$ cat src/rtl/rotl_seq_if.sv
// -----------------------------------------------------------------------------
// rotl_seq_if
//   Handshake bundle for the rotl_seq left rotator.
//   Input stream  : in_valid / in_ready / in_data / in_amt  (producer -> rotator)
//   Output stream : out_valid / out_ready / out_data        (rotator -> consumer)
//   Modports
//     slave  : the rotator side (accepts words, presents results)
//     master : the environment side (offers words, consumes results)
//   Parameters
//     WIDTH : data width, power of two, >= 2. SHW is derived from it.
// -----------------------------------------------------------------------------
interface rotl_seq_if #(
  parameter int WIDTH = 8
) ();
  localparam int SHW = $clog2(WIDTH);

  logic             in_valid;
  logic             in_ready;
  logic [WIDTH-1:0] in_data;
  logic [SHW-1:0]   in_amt;
  logic             out_valid;
  logic             out_ready;
  logic [WIDTH-1:0] out_data;

  modport slave (
    input  in_valid, in_data, in_amt, out_ready,
    output in_ready, out_valid, out_data
  );

  modport master (
    output in_valid, in_data, in_amt, out_ready,
    input  in_ready, out_valid, out_data
  );
endinterface

$ cat src/rtl/rotl_seq.sv
// -----------------------------------------------------------------------------
// rotl_seq
//   Multi-cycle left rotator with valid/ready handshakes. Accepts one word and
//   a rotate amount, rotates the word left by that amount and holds the result
//   until the consumer takes it. Rotating left by k undoes a right rotate by k.
//
//   Ports
//     clk    : single clock, all state updates on posedge
//     rst_n  : synchronous active-low reset, sampled on posedge clk
//     bus    : rotl_seq_if.slave
//                in_valid/in_ready/in_data/in_amt  - input word handshake
//                out_valid/out_ready/out_data      - result handshake
//     busy   : high while a word is being rotated or its result is held
//
//   Parameters
//     WIDTH  : data width, must be a power of two and >= 2 (default 8)
//
//   Configuration macro
//     ROTL_FAST_EN : when defined, the rotation is done at the accept edge by a
//                    log2(WIDTH)-stage mux rotator and the ROT state is unused.
//                    When undefined, the word is rotated one bit per clock.
//
//   Latency (accept edge to first cycle with out_valid=1): amt+1 edges in the
//   iterative build, 1 edge in the fast build. in_ready returns only in the
//   cycle after the result handshake, so input and output never overlap.
// -----------------------------------------------------------------------------
module rotl_seq #(
  parameter int WIDTH = 8
) (
  input  logic         clk,
  input  logic         rst_n,
  rotl_seq_if.slave    bus,
  output logic         busy
);
  localparam int SHW = $clog2(WIDTH);

  typedef enum logic [1:0] {
    IDLE = 2'd0,
    ROT  = 2'd1,
    HOLD = 2'd2
  } state_t;

  state_t           state, state_nx;
  logic [WIDTH-1:0] data_r, data_nx;

`ifdef ROTL_FAST_EN
  // Rotate left by amt using one mux stage per amount bit; stage s moves the
  // word by 2**s positions when amt[s] is set.
  function automatic logic [WIDTH-1:0] rotl_stages(
    input logic [WIDTH-1:0] d,
    input logic [SHW-1:0]   amt
  );
    logic [WIDTH-1:0] v;
    v = d;
    for (int s = 0; s < SHW; s++) begin
      if (amt[s]) v = (v << (1 << s)) | (v >> (WIDTH - (1 << s)));
    end
    return v;
  endfunction
`else
  logic [SHW-1:0] cnt, cnt_nx;
`endif

  // ---------------------------------------------------------------------------
  // State register
  // ---------------------------------------------------------------------------
  // NOTE: non-blocking assignments here so every register samples the values
  // from before the edge, independent of statement order across blocks.
  always_ff @(posedge clk) begin
    if (!rst_n) begin
      state  <= IDLE;
      data_r <= '0;
`ifndef ROTL_FAST_EN
      cnt    <= '0;
`endif
    end else begin
      state  <= state_nx;
      data_r <= data_nx;
`ifndef ROTL_FAST_EN
      cnt    <= cnt_nx;
`endif
    end
  end

  // ---------------------------------------------------------------------------
  // Next-state / datapath logic
  // ---------------------------------------------------------------------------
  // NOTE: every signal driven here gets a default first, so no path through
  // the case can leave it unassigned and infer a latch.
  always_comb begin
    state_nx = state;
    data_nx  = data_r;
`ifndef ROTL_FAST_EN
    cnt_nx   = cnt;
`endif

    unique case (state)
      IDLE: begin
        // in_ready is high throughout IDLE once out of reset; the reset
        // branch of the register overrides anything decided here.
        if (bus.in_valid) begin
`ifdef ROTL_FAST_EN
          data_nx  = rotl_stages(bus.in_data, bus.in_amt);
          state_nx = HOLD;
`else
          data_nx  = bus.in_data;
          cnt_nx   = bus.in_amt;
          state_nx = (bus.in_amt == '0) ? HOLD : ROT;
`endif
        end
      end

`ifndef ROTL_FAST_EN
      ROT: begin
        // One position per clock; cnt counts the positions still to go.
        data_nx = {data_r[WIDTH-2:0], data_r[WIDTH-1]};
        cnt_nx  = cnt - SHW'(1);
        if (cnt == SHW'(1)) state_nx = HOLD;
      end
`endif

      HOLD: begin
        if (bus.out_ready) state_nx = IDLE;
      end

      default: state_nx = IDLE;
    endcase
  end

  // ---------------------------------------------------------------------------
  // Outputs
  // ---------------------------------------------------------------------------
  // in_ready is gated by rst_n so no word is taken while reset is asserted.
  assign bus.in_ready  = rst_n && (state == IDLE);
  assign bus.out_valid = (state == HOLD);
  assign bus.out_data  = data_r;
  assign busy          = (state != IDLE);

endmodule

$ cat src/flat_wrapper.sv
// flat-port wrapper written by rule: the top's interface ports become plain ports
module rotl_seq_flat 
#(
  parameter int WIDTH = 8
)
  (clk, rst_n, busy, bus_in_valid, bus_in_data, bus_in_amt, bus_out_ready, bus_in_ready, bus_out_valid, bus_out_data);
  rotl_seq_if #(.WIDTH(WIDTH)) bus_i ();
  input  logic clk;
  input  logic rst_n;
  output logic busy;
  input wire logic [$bits(bus_i.in_valid)-1:0] bus_in_valid;
  input wire logic [$bits(bus_i.in_data)-1:0] bus_in_data;
  input wire logic [$bits(bus_i.in_amt)-1:0] bus_in_amt;
  input wire logic [$bits(bus_i.out_ready)-1:0] bus_out_ready;
  output wire logic [$bits(bus_i.in_ready)-1:0] bus_in_ready;
  output wire logic [$bits(bus_i.out_valid)-1:0] bus_out_valid;
  output wire logic [$bits(bus_i.out_data)-1:0] bus_out_data;
  assign bus_i.in_valid = bus_in_valid;
  assign bus_i.in_data = bus_in_data;
  assign bus_i.in_amt = bus_in_amt;
  assign bus_i.out_ready = bus_out_ready;
  assign bus_in_ready = bus_i.in_ready;
  assign bus_out_valid = bus_i.out_valid;
  assign bus_out_data = bus_i.out_data;
  rotl_seq #(.WIDTH(WIDTH)) u_core (.clk(clk), .rst_n(rst_n), .bus(bus_i), .busy(busy));
endmodule
$ cat config.mk
export PLATFORM = sky130hd
export DESIGN_NAME = rotl_seq_flat
export DESIGN_NICKNAME = d
export VERILOG_FILES = /design/src/rtl/rotl_seq_if.sv /design/src/rtl/rotl_seq.sv /design/src/flat_wrapper.sv
export SDC_FILE = /design/constraint.sdc
export NUM_CORES = 1
export LEC_CHECK = 0
export CORE_AREA = 3 3 48 50
export DETAILED_ROUTE_END_ITERATION = 10
export DIE_AREA = 0 0 51 53
export DONT_BUFFER_PORTS = 1
export MAX_ROUTING_LAYER = met4
export SKIP_CTS_REPAIR_TIMING = 1
export SLEW_MARGIN = 10
export SYNTH_ARGS = -nofsm -noshare
export SYNTH_HDL_FRONTEND = slang
export SYNTH_SLANG_ARGS = --single-unit
$ cat constraint.sdc
create_clock -name clk -period 3.4 [get_ports clk]
set_clock_uncertainty 0.05 [all_clocks]
set_input_delay 0.68 -clock clk [delete_from_list [all_inputs] [get_ports clk]]
set_output_delay 0.68 -clock clk [all_outputs]
set_load 0.01 [all_outputs]
## Yosys cells after proc, flatten, opt, wreduce, memory -nomap -nowiden

Index checks and enable logic that the tools add are counted.

| operators by class | value |
|---|---|
| $add $sub $neg | 1 |
| equal/unequal tests | 6 |
| multiplexer cells | 9 |
| reductions and logical operators | 7 |

Operator list:

| cell | count |
|---|---|
| case mux 8 bit (2 select lines) | 1 |
| 2-to-1 mux 2 bit | 4 |
| 2-to-1 mux 8 bit | 1 |
| case mux 2 bit (3 select lines) | 1 |
| case mux 3 bit (2 select lines) | 1 |
| inequality test 2 bit, second input constant | 2 |
| nonzero test 2 bit | 2 |
| == test 3 x 1 -> 1 bit, second input constant | 1 |
| zero test 3 bit | 1 |
| 2-to-1 mux 3 bit | 1 |
| AND reduction 3 bit | 1 |
| subtractor 3 x 1 -> 3 bit, second input constant | 1 |
| == test 2 x 1 -> 1 bit, second input constant | 1 |
| == test 2 bit, second input constant | 1 |
| zero test 2 bit | 1 |
| inequality test 2 x 1 -> 1 bit, second input constant | 1 |
| AND reduction 2 bit | 1 |
| logical AND 1 bit | 1 |

| word-level totals | value |
|---|---|
| register bits | 13 |
| word-level logic and storage cells | 26 |

## Longest topological paths before layout

Gate-level depths: netlist of the first run.

| logic depth | value |
|---|---|
| word-level depth | 4 |
| mapped depth | 6 |
| depth with buffers taken out | 5 |

## Worst setup path after synthesis of the first run

Ideal clock, no wire load.

| timing path | value |
|---|---|
| kind | input-to-output |
| start | in rst_n |
| end | out bus_in_ready |
| data arrival time | 0.898 ns |
| slack | 1.772 ns |
| cell stages on the path | 2 |
| buffers on the path | 0 |
| cell sequence | nand2b_1 nor2_1 |

| on the way | value |
|---|---|
| longest elaborated chain between the ends | 1 |

RTL lines:

| item | RTL line | RTL |
|---|---|---|
| start, declared | flat_wrapper.sv:9 | `input logic rst_n;` |
| logical AND 1 bit | rotl_seq.sv:134 | `assign bus.in_ready = rst_n && (state == IDLE);` |
| end, declared | flat_wrapper.sv:15 | `output wire logic [$bits(bus_i.in_ready)-1:0] bus_in_ready;` |

No other way between the ends.

## Worst setup path in the final report of the first run

| timing path | value |
|---|---|
| start | reg u_core.state[1] |
| end | out bus_out_valid |

| on the way | value |
|---|---|
| longest elaborated chain between the ends | 1 |

RTL lines:

| item | RTL line | RTL |
|---|---|---|
| start, declared | rotl_seq.sv:43 | `state_t state, state_nx;` |
| start signal, assigned | rotl_seq.sv:77 | `state <= state_nx;` |
| == test 2 bit | rotl_seq.sv:135 | `assign bus.out_valid = (state == HOLD);` |
| end, declared | flat_wrapper.sv:16 | `output wire logic [$bits(bus_i.out_valid)-1:0] bus_out_valid;` |

No other way between the ends.

==> results of run 1 <==
==> sequential cells by signal, indices dropped and copies added, names as in the netlist <==
name	cells
u_core.cnt	3
u_core.bus.out_data	8
u_core.state	2
==> report_power, final <==
part,switching [mW],total [mW],leakage [nW],internal (mW)
clock,0.0495,0.0950,0.0150,0.0455
combinational,0.0381,0.0736,0.186,0.0355
sequential,0.0242,0.194,0.108,0.170
total,0.112,0.363,0.309,0.251
==> synth_stat cells, drive strengths merged <==
cell type   n
nand3       1
nand2       6
a21oi      11
o31a        1
ha          2
mux2i       8
dfxtp      13
o21ba       1
nor3        2
o21ai       9
o22ai       1
o221a       1
or3         1
or2         1
nand2b      5
o21a        2
o2bb2ai     1
clkbuf      1
nor3b       1
inv         3
nor2        2
buf         5
nor2b       1
==> cell type report <==
cell class	count	area [um2]
Fill cell	210	1207
Multi-Input combinational cell	57	402.9
Sequential cell	13	260.3
Tap cell	27	33.78
Clock buffer	4	26.28
Inverter	3	11.26
==> path summary, 6_finish.rpt <==
| path | start | end | slack (ps) |
|---|---|---|---|
| min | u_core.cnt[1] | u_core.cnt[1] | 440 |
| max reg2reg | u_core.state[1] | u_core.cnt[0] | 2080 |
| min reg2reg | u_core.cnt[1] | u_core.cnt[1] | 440 |
| max | u_core.state[1] | bus_out_valid | 1560 |
==> logic make-up after synthesis <==
family                   share of synthesized area
adder cells (fa/ha/maj)                    0.03366
multiplexers                                0.1077
AND/OR/NAND/NOR                             0.1684
AO/OA/AOI/OAI                               0.2323
buffers and inverters                       0.1077
flip-flops                                  0.3502
==> routing by layer <==
layer | up-vias | GRT usage | wire, um
li1 | 274 | - | -
met1 | 243 | 0.1542 | 670
met3 | 4 | 0.03662 | 143
met4 | 0 | 0.06726 | 31
met2 | 26 | 0.1781 | 648
met5 | - | - | 0
==> metrics, run 1 <==
status=finished clean; Synth Area per Inst=9.408 um2; clk buf depth=2; final core occ=0.3782; CTS root buffer=clkbuf_4; Final nets=95; type of origin of the critical path=register; Ys Warns=0; post-synth top area cell=dfxtp_1; Mapped Area=743.2 um2; CP arrival=1110 ps; Port-buffer cells=0; pwr dens=494.1 nW/um2; Hold WS=438.7 ps; synthesized instance count=79; Setup Viol. Count Final=0; WL final=1493 um; FMAX=543.1 MHz; Max IR drop VDD=207.6 uV; Worst Setup End Kind=output pin; Pins Over Slew Limit=0; GPL Wtd Cong=0.7446; core area=1942 um2; H-tree levels=1; Yosys cell types=29; TritonCTS Buffers=3; Synth area leaders=dfxtp_1, mux2i_1, a21oi_1; class of the worst hold path=register to register; proportion of layout cells with a drive suffix above 1=0.1039; setup ws final=1559 ps; die area=2703 um2; vias in the first global route=525; critical path depth=1; RSZ-0062 raised after global routing=no; initial antenna violation count=0; DRC Markers=0; Final min period=1841 ps; Pwr Total=0.3629 mW; vias=547; clk sinks=13; Seq/Total Area, Yosys=0.3502; ANT nets after route=0; worst path bufs/invs=0; Worst-path clk slew=80 ps; Row Count=16; TritonCTS clock tree=yes; hold path depth=2; Yosys top cell area share=0.3502; gr usage total=0.1236; most common library cell in the layout ignoring fill and taps=dfxtp_1; Lkg Pwr=0.3093 nW; via/cell ratio=5.260; most frequent cells in the layout=dfxtp_1, a21oi_1, mux2i_1, o21ai_0, nand2_1; Clk Latency, worst-skew pair=270 ps; CP max stage delay=500 ps; CP Max Fanout=10; largest net degree at the start of global routing=19; Die Span X=51 um; first-pass GRT wire length=2387 um; final hold violations=0; n_diodes=0; # IOs=26; WL per Instance=14.36 um; fin area=734.5 um2; P&R area growth vs syn=-1.179%; Initial Util=0.3827; Max stage delay cell, worst path=dfxtp_1; cells along the critical path=nor2b_1; relative slew slack=0.7177; WP data required=2670 ps; Seq cells post-synth=13; HPWL after DPL=1072 um; initial DRC count=9; die height=53 um; setup TNS=0 ps; Reg2Reg Depth=3; final period utilization=0.5416; critical path class=register to output pin; Least-Margin Pin Slew=422.9 ps; crit-path leading delay family=flip-flops; Pre-Repair DR Iteration Count=4; Congestion Overflow GR=0; Placed Area=708.2 um2; syn_nets=96; dpl ws=1747 ps; Max Cap Viol=0; DP Cell Count=100; Finished Layout Cells=104
Note: power is estimated with default switching activity, not from simulation.
==> run 2: changes to the inputs <==
==> constraint.sdc (replaced) <==
create_clock -name clk -period 1.5 [get_ports clk]
set_clock_uncertainty 0.05 [all_clocks]
set_input_delay 0.3 -clock clk [delete_from_list [all_inputs] [get_ports clk]]
set_output_delay 0.3 -clock clk [all_outputs]
set_load 0.01 [all_outputs]
==> run 2 against run 1 <==
Largest cell class unchanged. Clock power grew 140%. Critical path type unchanged. Sequential share of layout area shrank 0.081 points. Non-clock buffer count is the same. Global-route usage grew 0.84 points. Via count shrank 0.55%. Sequential power grew 130%. First-iteration DRC count shrank 67%. Routed wire length shrank 1.9%. Cell count is the same.
==> metrics, run 2 (same netlist as run 1, synthesis figures left out) <==
Max Cap Viol=0; Worst Setup End Kind=output pin; Lkg Pwr=0.3129 nW; max reg flops=8; Max stage delay cell, worst path=dfxtp_2; TritonCTS clock tree=yes; HPWL after DPL=1055 um; WL per Instance=14.09 um; critical path class=register to output pin; vias in the first global route=575; largest net degree at the start of global routing=19; gr usage total=0.1320; FMAX=740.5 MHz; setup ws final=149.6 ps; final hold violations=0; CP Max Fanout=11; DRC Markers=0; most frequent cells in the layout=a21oi_1, dfxtp_1, mux2i_1, o21ai_0, nand2_1; TritonCTS Buffers=3; ANT nets after route=0; initial antenna violation count=0; die height=53 um; Row Count=16; P&R area growth vs syn=0%; CTS root buffer=clkbuf_4; Pwr Total=0.8355 mW; Setup Viol. Count Final=0; proportion of layout cells with a drive suffix above 1=0.1688; Final min period=1350 ps; Die Span X=51 um; GPL Wtd Cong=0.7204; Clk Latency, worst-skew pair=290 ps; die area=2703 um2; worst path bufs/invs=0; setup TNS=0 ps; cells along the critical path=or2_1; Congestion Overflow GR=0; CP arrival=1000 ps; Pre-Repair DR Iteration Count=3; Max IR drop VDD=707.7 uV; Initial Util=0.3827; final period utilization=0.9002; WP data required=1150 ps; via/cell ratio=5.231; CP max stage delay=410 ps; crit-path leading delay family=flip-flops; Final nets=95; Port-buffer cells=0; WL final=1465 um; Worst-path clk slew=90 ps; n_diodes=0; vias=544; class of the worst hold path=input port to register; Least-Margin Pin Slew=253.6 ps; # IOs=26; type of origin of the critical path=register; clk buf depth=2; pwr dens=1124 nW/um2; Pins Over Slew Limit=0; first-pass GRT wire length=2587 um; RSZ-0062 raised after global routing=no; core area=1942 um2; status=finished clean; clk sinks=13; H-tree levels=1; relative slew slack=0.8309; initial DRC count=3; dpl ws=209.1 ps
run 2: changes by cell type in the layout (fill, tap and decap cells not counted), sizes merged:
cell    delta
clkbuf     -1
clkinv     +1
run 2: where the power goes:
| part | internal (mW) | switching, mW | total, mW |
|---|---|---|---|
| clock | 0.0992 | 0.132 | 0.231 |
| sequential | 0.387 | 0.0553 | 0.442 |
| combinational | 0.0805 | 0.0816 | 0.162 |
| total | 0.566 | 0.269 | 0.835 |
run 2: area by class of cell:
cell class | count | area (um2)
fill | 204 | 1199
multi-input combinational | 57 | 407.9
tap | 27 | 33.78
sequential | 13 | 262.8
clock inverter | 1 | 5.005
inverter | 3 | 11.26
clock buffer | 3 | 22.52
run 2: layer usage:
metal,vias to the layer above,wire (um),track usage,share of wire
li1,275,-,-,-
met5,-,0,-,0
met4,0,31,0.04036,0.021
met3,5,179,0.07606,0.12
met2,25,636,0.1996,0.43
met1,239,616,0.1470,0.42
run 2: worst paths after layout:
kind                   startpoint              end  slack (ps)  depth (start not counted)
setup / recovery  u_core.state[0]             busy         150                          1
hold / removal              rst_n  u_core.state[1]          70                          1
setup reg to reg    u_core.cnt[0]    u_core.cnt[1]         240                          5
hold reg to reg     u_core.cnt[1]    u_core.cnt[1]         440                          2
run 2: metrics by stage:
stage / cell area [um2] / cells / utilization / hold slack, ps
after floorplan: 743.2 / 79 / - / 388.4
after global placement: 708.2 / 100 / 0.3647 / 371.8
after detailed placement: 708.2 / 100 / 0.3647 / 374.9
after CTS: 735.7 / 104 / 0.3789 / 64.98
after global routing: 743.2 / 104 / 0.3827 / 45.36
final: 743.2 / 104 / 0.3827 / 71.30
